===== src/rtl/hazard_pkg.sv =====
// ---------------------------------------------------------------------------
// hazard_pkg
// Shared types and constants for the pipeline hazard/stall controller.
//   ctrl_state_t       : controller FSM state encoding (also exported on
//                        the ctrl_state debug port)
//   REG_ADDR_W_DEFAULT : default register-address width (8-entry file)
//   NOP_INSTR          : bubble encoding loaded into ID-EX by the buffer
//                        when idex_bubble is asserted
// ---------------------------------------------------------------------------
package hazard_pkg;

  typedef enum logic [1:0] {
    RUN        = 2'd0,
    LOAD_STALL = 2'd1,
    FLUSH      = 2'd2,
    MEM_WAIT   = 2'd3
  } ctrl_state_t;

  localparam int REG_ADDR_W_DEFAULT = 3;

  // addi x0, x0, 0 -- the ID-EX buffer substitutes this on a bubble
  localparam logic [31:0] NOP_INSTR = 32'h0000_0013;

endpackage


===== src/rtl/hazard_stall_controller_sat_counter.sv =====
// ---------------------------------------------------------------------------
// hazard_sat_counter
// Up-counter that holds at MAX, with a synchronous clear that wins over
// increment. Used for the memory-wait length and the optional statistics.
// Ports:
//   clk   : clock
//   rst   : asynchronous active-high reset (count -> 0)
//   clr   : synchronous clear
//   inc   : count up by one (ignored once count == MAX)
//   count : current value
// ---------------------------------------------------------------------------
module hazard_sat_counter #(
  parameter int               WIDTH = 8,
  parameter logic [WIDTH-1:0] MAX   = '1
) (
  input  logic             clk,
  input  logic             rst,
  input  logic             clr,
  input  logic             inc,
  output logic [WIDTH-1:0] count
);

  always_ff @(posedge clk or posedge rst) begin
    if (rst) begin
      count <= '0;
    end else if (clr) begin
      count <= '0;
    end else if (inc && (count != MAX)) begin
      count <= count + 1'b1;
    end
  end

endmodule


===== src/rtl/hazard_stall_controller.sv =====
// ---------------------------------------------------------------------------
// hazard_stall_controller
// Pipeline sequencing controller: resolves the hazards operand forwarding
// cannot (load-use, taken branch, multi-cycle memory) by gating the PC and
// IF-ID write enables, inserting ID-EX bubbles and flushing IF-ID.
// Outputs are Mealy (current state + inputs); priority is
// mem_busy > branch_taken > load_use.
//
// Ports:
//   clk, rst        : clock, asynchronous active-high reset
//   id_src, id_dst  : decode-stage operand registers
//   id_uses_src/dst : decode instruction actually reads that register
//   ex_mem_read     : ID-EX instruction is a load
//   ex_dst          : ID-EX destination register
//   branch_taken    : EX resolved a taken branch this cycle
//   mem_busy        : data memory needs more cycles
//   pc_write_en     : PC may update
//   ifid_write_en   : IF-ID may load
//   idex_bubble     : load NOP into ID-EX
//   ifid_flush      : clear IF-ID
//   mem_stall       : freeze all buffers up to and including EX-MEM
//   mem_timeout     : sticky, set once a wait reaches MEM_TIMEOUT cycles
//   ctrl_state      : current FSM state (debug)
//
// Optional build macro HAZARD_STATS_EN adds:
//   stat_clear            : synchronous clear of the statistics
//   stat_load_stalls      : cycles spent in load-use stall
//   stat_flush_cycles     : cycles with IF-ID/ID-EX flushed
//   stat_mem_wait_cycles  : cycles frozen on mem_busy
// Each is a 16-bit saturating counter.
//
// state      | meaning
// -----------+-------------------------------------------------------------
// RUN        | normal issue; load-use / branch / memory hazards detected here
// LOAD_STALL | one cycle after a load-use stall, load now in EX-MEM
// FLUSH      | squashing wrong-path instructions, flush_cnt cycles left
// MEM_WAIT   | frozen on mem_busy; ret_state says where to resume
// ---------------------------------------------------------------------------
module hazard_stall_controller
  import hazard_pkg::*;
#(
  parameter int REG_ADDR_W   = REG_ADDR_W_DEFAULT,
  parameter int FLUSH_CYCLES = 2,
  parameter int MEM_TIMEOUT  = 15
) (
  input  logic                  clk,
  input  logic                  rst,
  input  logic [REG_ADDR_W-1:0] id_src,
  input  logic [REG_ADDR_W-1:0] id_dst,
  input  logic                  id_uses_src,
  input  logic                  id_uses_dst,
  input  logic                  ex_mem_read,
  input  logic [REG_ADDR_W-1:0] ex_dst,
  input  logic                  branch_taken,
  input  logic                  mem_busy,
  output logic                  pc_write_en,
  output logic                  ifid_write_en,
  output logic                  idex_bubble,
  output logic                  ifid_flush,
  output logic                  mem_stall,
  output logic                  mem_timeout,
  output logic [1:0]            ctrl_state
`ifdef HAZARD_STATS_EN
  ,
  input  logic                  stat_clear,
  output logic [15:0]           stat_load_stalls,
  output logic [15:0]           stat_flush_cycles,
  output logic [15:0]           stat_mem_wait_cycles
`endif
);

  localparam logic [2:0] FLUSH_RELOAD = 3'(FLUSH_CYCLES - 1);
  localparam logic [7:0] WAIT_MAX     = 8'(MEM_TIMEOUT);
  localparam logic [7:0] WAIT_MAX_M1  = 8'(MEM_TIMEOUT - 1);

  ctrl_state_t state, state_nxt, ret_state, ret_nxt, eff_state;
  logic [2:0]  flush_cnt, flush_nxt;
  logic [7:0]  wait_cnt;
  logic        wait_inc, wait_clr;
  logic        load_use;

  assign load_use = ex_mem_read &
                    ((id_uses_src & (id_src == ex_dst)) |
                     (id_uses_dst & (id_dst == ex_dst)));

  always_ff @(posedge clk or posedge rst) begin
    if (rst) begin
      state       <= RUN;
      ret_state   <= RUN;
      flush_cnt   <= '0;
      mem_timeout <= 1'b0;
    end else begin
      state     <= state_nxt;
      ret_state <= ret_nxt;
      flush_cnt <= flush_nxt;
      // wait_cnt reaches MAX on this edge
      if (wait_inc && (wait_cnt >= WAIT_MAX_M1)) begin
        mem_timeout <= 1'b1;
      end
    end
  end

  always_comb begin
    pc_write_en   = 1'b1;
    ifid_write_en = 1'b1;
    idex_bubble   = 1'b0;
    ifid_flush    = 1'b0;
    mem_stall     = 1'b0;
    state_nxt     = state;
    ret_nxt       = ret_state;
    flush_nxt     = flush_cnt;
    wait_inc      = 1'b0;
    wait_clr      = 1'b0;
    eff_state     = state;

    // In the release cycle of a wait the controller behaves exactly as the
    // state it returns to, so that state's decision logic is reused below.
    if (state == MEM_WAIT) begin
      if (mem_busy) begin
        mem_stall     = 1'b1;
        pc_write_en   = 1'b0;
        ifid_write_en = 1'b0;
        wait_inc      = 1'b1;
      end else begin
        wait_clr  = 1'b1;
        eff_state = ret_state;
        state_nxt = ret_state;
      end
    end

    case (eff_state)
      RUN, LOAD_STALL: begin
        state_nxt = RUN;
        if (mem_busy) begin
          mem_stall     = 1'b1;
          pc_write_en   = 1'b0;
          ifid_write_en = 1'b0;
          wait_inc      = 1'b1;
          ret_nxt       = RUN;
          state_nxt     = MEM_WAIT;
        end else if (branch_taken) begin
          ifid_flush  = 1'b1;
          idex_bubble = 1'b1;
          if (FLUSH_CYCLES > 1) begin
            state_nxt = FLUSH;
            flush_nxt = FLUSH_RELOAD;
          end
        end else if (load_use && (eff_state == RUN)) begin
          // In LOAD_STALL the bubble occupies ID-EX, so load_use is masked.
          pc_write_en   = 1'b0;
          ifid_write_en = 1'b0;
          idex_bubble   = 1'b1;
          state_nxt     = LOAD_STALL;
        end
      end
      FLUSH: begin
        if (mem_busy) begin
          // flush_cnt is held so the flush resumes where it stopped
          mem_stall     = 1'b1;
          pc_write_en   = 1'b0;
          ifid_write_en = 1'b0;
          wait_inc      = 1'b1;
          ret_nxt       = FLUSH;
          state_nxt     = MEM_WAIT;
        end else begin
          ifid_flush  = 1'b1;
          idex_bubble = 1'b1;
          if (branch_taken) begin
            flush_nxt = FLUSH_RELOAD;
          end else if (flush_cnt <= 3'd1) begin
            state_nxt = RUN;
          end else begin
            flush_nxt = flush_cnt - 3'd1;
          end
        end
      end
      default: ;
    endcase
  end

  hazard_sat_counter #(
    .WIDTH (8),
    .MAX   (WAIT_MAX)
  ) u_wait_cnt (
    .clk   (clk),
    .rst   (rst),
    .clr   (wait_clr),
    .inc   (wait_inc),
    .count (wait_cnt)
  );

  assign ctrl_state = state;

`ifdef HAZARD_STATS_EN
  logic load_stall;

  // the only case with a bubble but no flush and no memory freeze
  assign load_stall = idex_bubble & ~ifid_flush & ~mem_stall;

  hazard_sat_counter #(.WIDTH(16), .MAX(16'hFFFF)) u_stat_load (
    .clk(clk), .rst(rst), .clr(stat_clear), .inc(load_stall), .count(stat_load_stalls)
  );

  hazard_sat_counter #(.WIDTH(16), .MAX(16'hFFFF)) u_stat_flush (
    .clk(clk), .rst(rst), .clr(stat_clear), .inc(ifid_flush), .count(stat_flush_cycles)
  );

  hazard_sat_counter #(.WIDTH(16), .MAX(16'hFFFF)) u_stat_mem (
    .clk(clk), .rst(rst), .clr(stat_clear), .inc(mem_stall), .count(stat_mem_wait_cycles)
  );
`endif

endmodule


===== config.mk =====
export PLATFORM = sky130hd
export DESIGN_NAME = hazard_stall_controller
export DESIGN_NICKNAME = d
export VERILOG_FILES = /design/src/rtl/hazard_pkg.sv /design/src/rtl/hazard_stall_controller_sat_counter.sv /design/src/rtl/hazard_stall_controller.sv
export SDC_FILE = /design/constraint.sdc
export NUM_CORES = 1
export LEC_CHECK = 0
export CAP_MARGIN = 10
export CELL_PAD_IN_SITES_DETAIL_PLACEMENT = 1
export CELL_PAD_IN_SITES_GLOBAL_PLACEMENT = 1
export CORE_MARGIN = 4
export CORE_UTILIZATION = 30
export CTS_CLUSTER_DIAMETER = 120
export DETAILED_ROUTE_END_ITERATION = 10
export PLACE_DENSITY = 0.68
export SYNTH_ARGS = -nofsm -noshare
export SYNTH_HDL_FRONTEND = slang
export SYNTH_HIERARCHICAL = 1
export SYNTH_SLANG_ARGS = --single-unit

===== constraint.sdc =====
create_clock -name clk -period 1.4 [get_ports clk]
set_input_delay 0.35 -clock clk [delete_from_list [all_inputs] [get_ports clk]]
set_output_delay 0.35 -clock clk [all_outputs]
set_load 0.01 [all_outputs]

==> metrics.txt, run 1 <==
minimum clock period 1.77 ns; final period utilization 127%; ANT nets after route 0; final core occ between 50% and 60%; Mapped Area approximately 960 sq um; CTS sink count 15; Clock power frac 14.3%; placed cells 188; GR Util All Layers roughly 16%; dpl ws -0.926 ns; CP peak stage delay 0.40 ns; Cell variety after synth 35; die height between 60 and 70 um; CTS max path bufs 2; failing checks negative setup slack; HP Class in2async; synth top area cells dfrtp_1, xnor2_1, a21oi_1; Max transition margin 77.2%; Comb power frac around 51%; CTS tree built; Pleak 0.708 nW; register area share after synthesis about two fifths; vias post-DR 1051; PortBufs 23; register bit total from synthesis 15; Final Cell Area about 1600 sq um; status finished with violations; sequential share of power between 30% and 40%; Num CTS Buffers 3; Sequential Area around 380 sq um; Max-Cap Viols 0; IO Pins 24; DP HPWL around 2.1 mm; Final Max Slew Viols 0; area leader, netlist dfrtp_1; routability cong. 0.776; initial antenna violation count 0; CP Data Required Time about 1.1 ns; DRC 0; Critical Path Start Type flip-flop; Die X approximately 64 um; crit-path max FO 3; Initial Utilization roughly 31%; global-route wire length before repair about 5.4 mm; CP delay by family, top flip-flops; setup slack after layout -0.375 ns; grt total ovfl 0; synthesis-to-layout area growth 70.4%; non-filler instance count after layout about 200; critical path arrival around 1.4 ns; Buf+Inv Stages, Crit Path 1; Multi-input gate area between 600 and 700 sq um; Slowest-stage cell, CP dfrtp_1; number of global-route vias before repair ~1100; FMAX ~560 MHz; post-synth top area share between 30 and 40%; share of cells above drive strength 1 46.0%; CTS H-tree depth 1; CP endpoint kind primary output; Rows 20; syn avg cell area roughly 9 sq um; RSZ-0062 raised after global routing true; fillcell total 352; worst slew pin tran 0.342 ns; Syn Nets ~130; Skew-Pair Late Insertion Delay ~0.28 ns; Cell Chain, Critical Path nand2b_4, a21oi_4, nor2_2, a41o_1, buf_2; die area slightly above 4000 sq um; Pint 1.12 mW; maximum vdd drop 334 uV; Clock Root Buffer clkbuf_4; switching part of the total 36.1%; Fin Hold WS around 0.33 ns; dpl cell area 1420 sq um; Layout Nets roughly 180; WL/cell between 15 and 20 um; # diodes 0; pin count of the biggest net entering global routing 9; synth warn 6; clock slew at reported path FFs about 0.090 ns; Routed WL approximately 3.2 mm; core area roughly 3100 sq um; final hold viol count 0; router iterations before antenna repair 4; CP Class reg2out; Synth Instances ~110; DR vias/cell just over 5; pwr dens 1080 nW/um^2; Psw about 0.64 mW; Final setup viols 6; Hold Buf Count CTS 0; initial DRC count 53; Worst Skew 0.00609 ns
synth_stat cells, drive strengths merged:
cell type and number:
a41oi 1, nand2b 5, inv 8, nand4 5, a21boi 1, mux2i 1, o41ai 1, a31oi 3
dfrtp 15, a211oi 3, and4b 1, xnor2 6, o31ai 1, nor2b 1, o22ai 2, or4 2
ha 3, o21ba 1, mux2 1, clkbuf 2, a41o 2, nor3 2, buf 3, nand2 8
nor2 5, o21ai 6, a21oi 9, or3 4, o21bai 1, nand3 2, o211ai 1
cells in the final DEF (no fill, tap or decap), types with 2 or more instances in the layout:
| cell type | count |
|---|---|
| o21ai_1 | 3 |
| inv_1 | 5 |
| clkdlybuf4s15_1 | 2 |
| dlygate4sd2_1 | 10 |
| nand2_1 | 6 |
| or3_1 | 4 |
| a21oi_2 | 4 |
| clkbuf_4 | 3 |
| clkdlybuf4s50_1 | 5 |
| buf_4 | 25 |
| a41o_1 | 2 |
| nor2_1 | 3 |
| inv_2 | 2 |
| a31oi_1 | 3 |
| o21ai_0 | 3 |
| a21oi_1 | 4 |
| nand2b_1 | 4 |
| dfrtp_1 | 11 |
| nand4_1 | 5 |
| dfrtp_2 | 4 |
| buf_2 | 4 |
| a211oi_2 | 2 |
| xnor2_1 | 6 |
| buf_6 | 10 |
| nor3_1 | 2 |
registers in the layout (all words and copies together) (netlist names):
signal,flops
ctrl_state,2
flush_cnt,3
mem_timeout,1
ret_state,1
u_wait_cnt/count,8
final timing paths:
path                                                       from  cells past startpoint                         endpoint  slack (ns)
worst min-delay path                                        rst                      2         flush_cnt[0]$_DFFE_PP0P_        0.33
worst max-delay path                   ret_state[1]$_DFFE_PP0P_                      5                      idex_bubble       -0.37
worst max register to register  u_wait_cnt/count[1]$_DFFE_PP0P_                      4  u_wait_cnt/count[0]$_DFFE_PP0P_       -0.03
worst min register to register          mem_timeout$_DFFE_PP0P_                      1          mem_timeout$_DFFE_PP0P_        0.50
min in group clk                        mem_timeout$_DFFE_PP0P_                      1          mem_timeout$_DFFE_PP0P_        0.50
max in group asynchronous                                   rst                      2  u_wait_cnt/count[4]$_DFFE_PP0P_        0.78
final cells by class:
cell class / count / area share [%]
well taps: 44 / 3.38
flip-flops and latches: 15 / 23.3
multi-input cells: 78 / 40.3
clock buffers: 4 / 1.61
repair buffers: 56 / 29.3
inverters: 8 / 2.00
power groups by stage:
stage	registers, mW	clock network [mW]	logic (mW)
5_1_grt	0.628	0.289	0.978
2_1_floorplan	0.613	0	0.363
4_1_cts	0.603	0.264	0.745
3_3_place_gp	0.604	0	0.632
3_5_place_dp	0.614	0	0.658
6_report	0.618	0.252	0.890
routing by layer:
layer,wire length [um],track usage (%),part of all wire (%),vias up
met5,0,0,0,-
met4,40,6.33,1.2,0
met3,70,1.73,2.2,4
met2,1720,28.9,54,20
met1,1380,20.2,43,526
li1,-,-,-,501
through the flow:
stage | TNS, ns | power, mW
floorplan | -0.0245 | 0.977
global placement | -7.78 | 1.24
detailed placement | -8.51 | 1.27
CTS | -1.48 | 1.61
global route | -2.08 | 1.89
finish | -1.55 | 1.76
kinds of logic (layout without fill, tap and decap cells):
logic type / Yosys count / in the layout / synth area share (%)
and+or+nand+nor: 35 / 35 / 20.4
xor gates and xnor gates: 6 / 6 / 5.50
muxes: 2 / 2 / 2.23
adders and majority gates: 3 / 3 / 3.93
AOI/OAI and AO/OA: 32 / 32 / 22.9
DFF: 15 / 15 / 39.3
buffers and inverters: 13 / 68 / 5.76
what timing repair did:
item                       in CTS  in global routing
pin swaps                      10                  8
setup buffers                   8                  6
setup endpoints to repair      18                 14
resized for setup              53                 23
Power figures use the tool's default switching activity.
==> inputs of run 2 (changes only) <==
- CORE_ASPECT_RATIO: default -> 1.1
- CORE_UTILIZATION: 30 -> 32
- PLACE_DENSITY: 0.68 -> 0.72
==> run 2 against run 1 <==
  * The run still ends with negative setup slack left
  * Sequential cell count unchanged
  * First-iteration DRC count fell by 57%
  * Die area down 5.5%
  * Total power down 4.8%
  * Utilization increased by 2.8 points
  * Clock power hardly changed
  * Sequential share of layout area increased by 0.76 points
  * Routed wire length is 0.72% higher
  * Clock-buffer cell count is 1 lower
  * Global-route usage is 0.44 points higher
  * Non-clock buffer count fell by 3
  * Critical endpoint unchanged
  * Largest cell class unchanged
==> metrics.txt, run 2 (synthesis gave the netlist of run 1 again) <==
status finished with violations; failing checks negative setup slack; Max-Cap Viols 0 (unchanged); CTS tree built; final core occ 56.1% (+2.8 points); number of flip-flops in the largest register 8 (unchanged); Skew-Pair Late Insertion Delay 0.29 ns (about the same); critical path arrival 1.40 ns (-0.02 ns); router iterations before antenna repair 4 (unchanged); Worst Skew 0.00897 ns (+0.00288 ns); most frequent cells in the layout buf_4, dfrtp_1; initial DRC count 23 (-57%); initial antenna violation count 0 (unchanged); grt total ovfl 0 (unchanged); GR Util All Layers 16.7% (+0.44 points); global-route wire length before repair 5.06 mm (-6.5%); # diodes 0 (unchanged); final period utilization 125% (-1.6 points); CP Class reg2out; DR vias/cell 5.28 (+2.9%); Final setup viols 7 (+1); Slowest-stage cell, CP dfrtp_1; most common cell after layout, fill and taps aside buf_4; Final Max Slew Viols 0 (unchanged); Cell Chain, Critical Path nand2b_4, a21oi_4, nor2_2, a41o_1, buf_2; Initial Utilization 34.1% (+2.8 points); CP peak stage delay 0.40 ns (about the same); Fin Hold WS 0.320 ns (-0.0107 ns); pin count of the biggest net entering global routing 10 (+1); Die X 60.1 um (-6.7%); final hold viol count 0 (unchanged); synthesis-to-layout area growth 64.5%; setup slack after layout -0.352 ns (+0.0230 ns); DP HPWL 2.21 mm (+2.8%); Rows 20 (unchanged); vias post-DR 1008 (-4.1%); share of cells above drive strength 1 47.5% (+1.5 points); Critical Path Start Type flip-flop; IO Pins 24 (unchanged); CTS sink count 15 (unchanged); routability cong. 0.764 (-1.6%); DRC 0 (unchanged); ANT nets after route 0 (unchanged); CTS H-tree depth 1 (unchanged); PortBufs 23 (unchanged); die height 65.3 um (+1.4%); crit-path max FO 3 (unchanged); die area 3930 sq um (-5.5%); Clock Root Buffer clkbuf_4; Pleak 0.707 nW (-0.14%); worst slew pin tran 0.352 ns (+0.00998 ns); HP Class in2async; RSZ-0062 raised after global routing true; Layout Nets 178 (-1.7%); Routed WL 3.23 mm (+0.72%); FMAX 571 MHz (+1.3%); Num CTS Buffers 3 (unchanged); Buf+Inv Stages, Crit Path 1 (unchanged); maximum vdd drop 679 uV (+100%); minimum clock period 1.75 ns (-0.0230 ns); Most flops, register u_wait_cnt/count; WL/cell 16.9 um (+8.1%); CTS max path bufs 2 (unchanged); CP Data Required Time 1.05 ns (about the same); CP endpoint kind primary output; number of global-route vias before repair 1115 (-2.9%); core area 2800 sq um (-8.2%); Hold Buf Count CTS 0 (unchanged); clock slew at reported path FFs 0.10 ns (about the same); pwr dens 1070 nW/um^2 (-1.4%); CP delay by family, top flip-flops; Max transition margin 76.4% (-0.78 points)
run 2: repair_timing:
action,4_1_cts,5_1_grt
setup endpoints to repair,16,17
setup buffers,8,4
pin swaps,12,14
resized for setup,52,33
run 2: through the flow:
step,instance area (sq um),std cells,power [mW],TNS [ns],setup WS [ns]
after floorplan,1010,106,0.977,-0.0245,-0.0174
after global placement,1390,176,1.23,-7.97,-0.863
after detailed placement,1390,176,1.27,-8.86,-0.926
after CTS,1460,187,1.56,-1.30,-0.358
after global routing,1570,191,1.81,-1.74,-0.449
final,1570,191,1.68,-1.23,-0.352
run 2: power breakdown:
part | switching [mW] | internal (mW)
clock network | 0.145 | 0.106
registers | 0.103 | 0.521
logic | 0.368 | 0.434
total | 0.616 | 1.06
run 2: worst paths after layout:
path                                                  from                               to  slack (ns)  depth (start not counted)
min reg2reg                        mem_timeout$_DFFE_PP0P_          mem_timeout$_DFFE_PP0P_        0.49                          1
max                               ret_state[1]$_DFFE_PP0P_                      idex_bubble       -0.35                          5
min in group clk                                  mem_busy          ctrl_state[0]$_DFF_PP0_        0.43                          3
max in group asynchronous                              rst  u_wait_cnt/count[2]$_DFFE_PP0P_        0.77                          2
min                                                    rst          mem_timeout$_DFFE_PP0P_        0.32                          2
max reg2reg                u_wait_cnt/count[1]$_DFFE_PP0P_  u_wait_cnt/count[0]$_DFFE_PP0P_       -0.01                          4
run 2: metal layers:
| metal | up-vias | wire length [um] | GRT usage (%) |
|---|---|---|---|
| met5 | - | 0 | 0 |
| met2 | 15 | 1900 | 32.0 |
| met3 | 4 | 64 | 1.77 |
| li1 | 491 | - | - |
| met1 | 498 | 1200 | 18.9 |
| met4 | 0 | 67 | 4.43 |
run 2: layout make-up:
cell class | instances | area (sq um)
Clock buffer | 3 | 22.5
Clock inverter | 1 | 5.00
Fill cell | 340 | 1230
Inverter | 8 | 30.0
Multi-Input combinational cell | 78 | 663
Sequential cell | 15 | 379
Tap cell | 33 | 41.3
Timing Repair Buffer | 53 | 432
==> inputs of run 3 (changes only) <==
- CAP_MARGIN: 10 -> 20
- SKIP_CTS_REPAIR_TIMING: default -> 1
==> run 3 against run 2 <==
  * The flow still finishes with violations (negative setup slack)
  * Largest power group unchanged
  * Clock power rose by 2%
  * Clock skew fell by 0.0063 ns
  * Worst hold slack improved by 0.0032 ns
  * Worst setup slack got worse by 0.015 ns
  * Cell area fell by 0.40%
  * Maximum frequency fell by 0.83%
  * Combinational power fell by 2.6%
  * Total power fell by 1.2%
  * Global-route usage fell by 1.2 points
==> metrics.txt, run 3 (synthesis gave the netlist of run 1 again) <==
Layout Nets 171 (-3.9%); Routed WL 3.14 mm (-2.8%); cells on worst reg2reg path 4 (unchanged); number of global-route vias before repair 1040 (-6.7%); Slowest-stage cell, CP dfrtp_1; Pleak 0.767 nW (+8.4%); CP Class reg2out; CTS sink count 15 (unchanged); most frequent cells in the layout buf_4, dlymetal6s2s_1, dfrtp_1; Sequential Area 379 sq um (unchanged); grt total ovfl 0 (unchanged); router iterations before antenna repair 4 (unchanged); CP endpoint kind primary output; Cell Chain, Critical Path nand2b_4, a21oi_4, nor2_2, a41o_1, buf_2; initial DRC count 29 (+26%); Clock Root Buffer clkbuf_4; DP HPWL 2.21 mm (unchanged); status finished with violations; Metal-1 WL 1.23 mm (+2.8%); failing checks negative setup slack; number of flip-flops in the largest register 8 (unchanged); worst slew pin tran 0.354 ns (+0.00182 ns); crit-path max FO 3 (unchanged); RSZ-0062 raised after global routing true; Max transition margin 76.2% (-0.18 points); share of cells above drive strength 1 40.4% (-7.1 points); Levels on crit path 5 (unchanged); initial antenna violation count 0 (unchanged); pin count of the biggest net entering global routing 10 (unchanged); dpl cell area 1390 sq um (unchanged); pwr dens 1060 nW/um^2 (-0.80%); CTS tree built; Worst Skew 0.00271 ns (-0.00627 ns); Final Cell Area 1570 sq um (-0.40%); critical path arrival 1.42 ns (+0.02 ns); Most flops, register u_wait_cnt/count; DR vias/cell 5.35 (+1.4%); routability cong. 0.764 (unchanged); Initial Utilization 34.1% (unchanged); setup slack after layout -0.366 ns (-0.0147 ns); FMAX 566 MHz (-0.83%); CP Data Required Time 1.05 ns (about the same); maximum vdd drop 635 uV (-6.5%); final hold viol count 0 (unchanged); most common cell after layout, fill and taps aside buf_4; global-route wire length before repair 4.71 mm (-7.1%); Final Max Slew Viols 0 (unchanged); die area 3930 sq um (unchanged); PortBufs 23 (unchanged); routed wl met3 49 um (-23%); IO Pins 24 (unchanged); CTS max path bufs 2 (unchanged); Multi-input gate area 654 sq um (-1.3%); Critical Path Start Type flip-flop; Skew-Pair Late Insertion Delay 0.28 ns (about the same); Num CTS Buffers 3 (unchanged); fillcell total 325 (-4.4%); ANT nets after route 0 (unchanged); CTS H-tree depth 1 (unchanged); synthesis-to-layout area growth 63.9%; die height 65.3 um (unchanged); Final setup viols 5 (-2); metal2 WL 1.86 mm (-2.2%); Rows 20 (unchanged); HP Class in2async; vias post-DR 985 (-2.3%); dpl ws -0.926 ns (unchanged); core area 2800 sq um (unchanged); Buf+Inv Stages, Crit Path 1 (unchanged); total negative slack -1.19 ns (+0.0459 ns); final period utilization 126% (+1.1 points); uppermost layer routed met3; final core occ 55.9% (-0.22 points); CP delay by family, top flip-flops; Max-Cap Viols 0 (unchanged); GR Util All Layers 15.5% (-1.2 points); Die X 60.1 um (unchanged); WL/cell 17.1 um (+0.92%); DRC 0 (unchanged); minimum clock period 1.77 ns (+0.0147 ns); # diodes 0 (unchanged); clock slew at reported path FFs 0.10 ns (about the same); CP peak stage delay 0.39 ns (about the same); Fin Hold WS 0.324 ns (+0.00320 ns)
[run 3: cell count changes in the layout (fill, tap and decap cells not counted), sizes merged]
cell	change
dlymetal6s2s	+11
buf	-10
dlygate4sd2	-2
clkdlybuf4s15	-7
clkbuf	-2
clkdlybuf4s50	+3
[run 3: path summary, 6_finish.rpt]
kind	slack, ns	endpoint	from
setup / recovery	-0.37	idex_bubble	ret_state[1]$_DFFE_PP0P_
hold / removal	0.32	ret_state[1]$_DFFE_PP0P_	rst
setup reg to reg	0	u_wait_cnt/count[0]$_DFFE_PP0P_	u_wait_cnt/count[1]$_DFFE_PP0P_
hold reg to reg	0.49	mem_timeout$_DFFE_PP0P_	mem_timeout$_DFFE_PP0P_
max in group asynchronous	0.77	u_wait_cnt/count[2]$_DFFE_PP0P_	rst
min in group clk	0.49	mem_timeout$_DFFE_PP0P_	mem_timeout$_DFFE_PP0P_
[run 3: layer usage]
layer	global-route usage, %	vias up
met1	17.8	500
met4	3.32	0
met3	1.77	0
met5	0	-
li1	-	478
met2	29.6	7
[run 3: power breakdown]
part | total [mW] | internal, mW | switching (mW)
Clock | 0.255 | 0.106 | 0.149
Sequential | 0.620 | 0.521 | 0.0990
Combinational | 0.781 | 0.420 | 0.361
[run 3: cell type report]
cell class,count,area share (%)
Multi-Input combinational cell,78,41.8
Timing Repair Buffer,46,27.7
Sequential cell,15,24.2
Tap cell,33,2.64
Inverter,8,1.92
Clock buffer,3,1.44
Clock inverter,1,0.319
[run 3: worst register-to-register path: cells and delay by family (launching register included)]
| kind | cells | cell delay, ns |
|---|---|---|
| fa+ha+maj | 1 | 0.20 |
| flops | 1 | 0.40 |
| mux | 1 | 0.31 |
| compound gates | 1 | 0.17 |
| simple gates | 1 | 0.21 |
[run 3: stage by stage]
stage / instances / total power [mW]
global placement: 176 / 1.23
CTS: 180 / 1.54
global route: 184 / 1.78
finish: 184 / 1.66
detailed placement: 176 / 1.27
floorplan: 106 / 0.977
